$ cat src/rtl/pixel_readout_sched.sv
// Column readout scheduler: one load strobe per event, then round-robin service of
// every pixel flagging unreadHit, forwarding each pixel word over valid/ready.
module pixel_readout_sched #(
    parameter int NPIX    = 16,
    parameter int DW      = 36,
    parameter int MAXHITS = 16
) (
    input  logic               clk,
    input  logic               reset,
    input  logic               evtStart,
    input  logic [NPIX-1:0]    unreadHit,
    input  logic [NPIX*DW-1:0] pixDout,
    input  logic               outReady,
    output logic               load,
    output logic [NPIX-1:0]    read,
    output logic [DW-1:0]      outData,
    output logic [3:0]         outPixID,
    output logic               outValid,
    output logic               evtDone,
    output logic               evtTrunc,
    output logic               busy
);

    localparam int CW = $clog2(MAXHITS + 1);

    typedef enum logic [2:0] {IDLE, LOAD, SETTLE, SCAN, SEND, GAP, DONE} stateT;

    stateT          state;
    logic [3:0]     rrPtr;
    logic [CW-1:0]  hitCnt;
    logic [3:0]     grantIdx;
    logic           anyHit;

    function automatic logic [3:0] wrapIdx(input logic [3:0] base, input int off);
        int s;
        s = int'(base) + off;
        if (s >= NPIX) s -= NPIX;
        return 4'(s);
    endfunction

    // Walk downwards so the nearest set bit at or after rrPtr is the last one written.
    // NOTE: every always_comb output gets a default first; a missed path would infer a latch.
    always_comb begin
        anyHit   = |unreadHit;
        grantIdx = '0;
        for (int k = NPIX - 1; k >= 0; k--) begin
            if (unreadHit[wrapIdx(rrPtr, k)]) grantIdx = wrapIdx(rrPtr, k);
        end
    end

    // NOTE: sequential state uses non-blocking assignments so every register samples pre-edge values.
    always_ff @(posedge clk or negedge reset) begin
        if (!reset) begin
            state    <= IDLE;
            rrPtr    <= '0;
            hitCnt   <= '0;
            load     <= 1'b0;
            read     <= '0;
            outData  <= '0;
            outPixID <= '0;
            outValid <= 1'b0;
            evtDone  <= 1'b0;
            evtTrunc <= 1'b0;
            busy     <= 1'b0;
        end else begin
            load     <= 1'b0;
            read     <= '0;
            evtDone  <= 1'b0;
            evtTrunc <= 1'b0;
            case (state)
                IDLE: begin
                    if (evtStart) begin
                        state  <= LOAD;
                        hitCnt <= '0;
                        busy   <= 1'b1;
                    end
                end
                LOAD: begin
                    load  <= 1'b1;
                    state <= SETTLE;
                end
                SETTLE: state <= SCAN;
                SCAN: begin
                    if (!anyHit) begin
                        state   <= DONE;
                        evtDone <= 1'b1;
                    end else if (hitCnt == CW'(MAXHITS)) begin
                        state    <= DONE;
                        evtDone  <= 1'b1;
                        evtTrunc <= 1'b1;
                    end else begin
                        outData  <= pixDout[int'(grantIdx)*DW +: DW];
                        outPixID <= grantIdx;
                        outValid <= 1'b1;
                        read     <= NPIX'(1) << grantIdx;
                        rrPtr    <= (grantIdx == 4'(NPIX - 1)) ? 4'd0 : grantIdx + 4'd1;
                        if (hitCnt != CW'(MAXHITS)) hitCnt <= hitCnt + 1'b1;
                        state    <= SEND;
                    end
                end
                SEND: begin
                    if (outReady) begin
                        outValid <= 1'b0;
                        state    <= GAP;
                    end
                end
                // Gives the granted pixel one cycle to drop its unreadHit before rescanning.
                GAP: state <= SCAN;
                DONE: begin
                    state <= IDLE;
                    busy  <= 1'b0;
                end
                default: state <= IDLE;
            endcase
        end
    end

endmodule

$ cat config.mk
export PLATFORM = sky130hd
export DESIGN_NAME = pixel_readout_sched
export DESIGN_NICKNAME = d
export VERILOG_FILES = /design/src/rtl/pixel_readout_sched.sv
export SDC_FILE = /design/constraint.sdc
export NUM_CORES = 1
export LEC_CHECK = 0
export CORE_AREA = 2 2 255 257
export DETAILED_ROUTE_END_ITERATION = 6
export DIE_AREA = 0 0 257 259
export PLACE_DENSITY = 0.46
export SLEW_MARGIN = 15
export SYNTH_ARGS = -nofsm -noshare
export SYNTH_HDL_FRONTEND = slang
export SYNTH_SLANG_ARGS = --single-unit
export TNS_END_PERCENT = 10
$ cat constraint.sdc
create_clock -name clk -period 5.7 [get_ports clk]
set_input_delay 1.14 -clock clk [delete_from_list [all_inputs] [get_ports clk]]
set_output_delay 1.14 -clock clk [all_outputs]
set_load 0.02 [all_outputs]
==> impl_metrics.csv <==
group,metric,value,unit
job,maxCapViolations,0,
synth,syn_area_per_cell,7.68,sq um
synth,synth.distinct_cells,81,
floorplan,die_h,259,um
synth,syn_area,0.0105,sq mm
grt,antenna_found_initial,14,
timing,worstMarginPinSlew,0.851,ns
synth,seq_area_frac_synth,17.3,%
grt,grt_overflow,0,
timing,fmax,0.182,GHz
grt,grt_pass1_wl,107,mm
synth,synthArstFlopShare,100,%
routing,wl,77.1,mm
placed_design,io_buffers,656,
critical_path,reg2reg_depth,17,
cells_and_area,layout_common_cells,"clkdlybuf4s50_1 (655), nand2_1 (244), buf_4 (154)",
clock_network,clk_pin_slew,0.06,ns
timing,finalClockSkew,0.0168,ns
clock_network,cts_buffers,9,
critical_path,critPathMaxFanout,11,
routing,firstDrtPassIters,5,
synth,synth_seq_cells,73,
floorplan,die_w,257,um
timing,hold_viol,0,
critical_path,worst_setup_path_end_kind,"register",
clock_network,clk_latency,0.39,ns
cells_and_area,final_cells,2934,
cells_and_area,nets,2677,
grt,grt_pass1_vias,14725,
routing,drt-initial-drc-count,905,
floorplan,initial_core_util,16.5,%
clock_network,cts_tree,"built",
critical_path,cp.arrival,5.75,ns
worst_hold_path,worstHoldPathCells,2,
floorplan,ioPinCount,657,
run_status,status,"completed",
clock_network,clk_path_buf_depth,2,
critical_path,worstPathRequired,5.95,ns
clock_network,cts_root_buffer,"clkbuf_16",
routing,routedWlPerCell,26.3,um
cells_and_area,layout_commonest_cell,"clkdlybuf4s50_1",
synth,yosys_warnings,0,
clock_network,cts.sinks,73,
grt,grt_max_degree,72,
floorplan,coreArea,0.0639,sq mm
timing,fin_crit_sh,96.5,%
routing,vias,14588,
cells_and_area,drive_above_1_share,12.9,%
placed_design,dpl.cell_count,2914,
timing,drv_slew,0,
grt,grt_use_total,22.2,%
timing,period_needed,5.50,ns
clock_network,ctsHoldBuffers,0,
synth,ys_dominant_reg_cell,"dfrtp_1",
worst_hold_path,worstHoldPathType,"register to register",
routing,ant_nets,0,
routing,drc_errors,0,
timing,relSlewSlack,43.3,%
placed_design,hpwl,63.0,mm
cells_and_area,syn_to_final_growth,84.2,%
synth,syn-num-nets,1979,
placed_design,gp_congestion,0.934,
critical_path,path_class,"input pin to register",
synth,synthCells,1372,
timing,finalSetupViolations,0,
cells_and_area,fin_util,30.4,%
synth,synth_edf_count,0,
routing,viasPerCell,4.97,
floorplan,die-area,0.0666,sq mm
timing,rsz0062_at_grt,"false",
clock_network,h-tree-depth,3,
floorplan,rows,93,
critical_path,start_kind,"input pin",
## layout make-up
class	instances	area [sq um]
Fill cell	6796	44500
Timing Repair Buffer	830	8130
Multi-Input combinational cell	1125	7940
Sequential cell	73	1830
Tap cell	855	1070
Clock buffer	9	225
Inverter	31	126
Clock inverter	7	77.6
Antenna cell	4	10.0
## state kept, by name, summed over array words and instances (netlist names)
| name | cells |
|---|---|
| outPixID | 4 |
| outData | 36 |
| load | 1 |
| state | 3 |
| evtTrunc | 1 |
| busy | 1 |
| hitCnt | 5 |
| outValid | 1 |
| rrPtr | 4 |
| read | 16 |
| evtDone | 1 |
## worst paths after layout
check / slack, ns / startpoint / end
worst max register to register: 0.33 / rrPtr[1] / outData[29]
worst min-delay path: 0.48 / outValid / outValid
max in group asynchronous: 3.88 / reset / outData[21]
min in group asynchronous: 0.84 / reset / read[10]
worst min register to register: 0.48 / outValid / outValid
worst max-delay path: 0.20 / unreadHit[13] / outData[29]
## metal layers
layer / vias to the layer above / global-route usage (%) / wire (um)
met2: 615 / 39.0 / 38600
met4: 6 / 5.04 / 1500
met3: 80 / 4.60 / 4800
met1: 7158 / 27.8 / 32200
met5: - / 0 / 43
li1: 6729 / - / -
## timing repair
| item | in CTS | in global routing |
|---|---|---|
| hold endpoints to repair | 0 | 0 |
| gates resized for setup | 0 | 5 |
| endpoints found under the setup margin | 0 | 5 |
| buffers inserted | 0 | 0 |
## stage by stage
| step | area, sq um | setup WS, ns | TNS [ns] | hold slack, ns |
|---|---|---|---|---|
| after floorplan | 10500 | 0.653 | 0 | 0.465 |
| after global placement | 19100 | -0.221 | -1.32 | 0.469 |
| after detailed placement | 19100 | -0.165 | -1.29 | 0.477 |
| after CTS | 19400 | 0.247 | 0 | 0.494 |
| after global routing | 19400 | 0.0257 | 0 | 0.513 |
| final | 19400 | 0.201 | 0 | 0.483 |
## worst max-delay path: stages
cell and delay, ns:
clkdlybuf4s50_1 0.51, mux4_2 0.61, mux2i_1 0.33, mux2i_2 0.14, mux2_2 0.30, or4_4 0.42, a211oi_2 0.30, a211o_4 0.24
nand2_8 0.08, inv_6 0.20, buf_4 0.16, mux2i_1 0.18, o221ai_1 0.33, buf_4 0.27, or4_1 0.50
## Yosys cell counts (all sizes together) (23+ instances only)
master / number / share of area (%)
nand3: 32 / 1.5
a311oi: 78 / 6.5
a211oi: 120 / 8.6
nor3: 24 / 1.2
o221ai: 24 / 2.0
buf: 79 / 4.4
dfrtp: 73 / 17
clkbuf: 63 / 2.2
and3: 108 / 6.4
nand2: 245 / 8.8
nor2: 48 / 1.7
or4: 28 / 2.1
o21ai: 45 / 2.1
mux2: 36 / 4.0
inv: 31 / 1.2
a21oi: 32 / 1.6
mux2i: 96 / 9.4
a311o: 23 / 2.2
## kinds of logic (layout without fill, tap and decap cells)
group	Yosys count	in the layout	synth area share, %
multiplexers	149	149	17.0
AND/OR/NAND/NOR	557	557	26.2
buffers and inverters	174	877	7.86
flip-flops	73	73	17.3
other	0	4	0
XOR/XNOR	16	16	1.69
adder cells (fa/ha/maj)	11	11	1.31
AO/OA/AOI/OAI	392	392	28.6
Power is left out: the tool's default activity adds up to more than one toggle a clock period on the data nets, which glitch-free logic cannot reach.
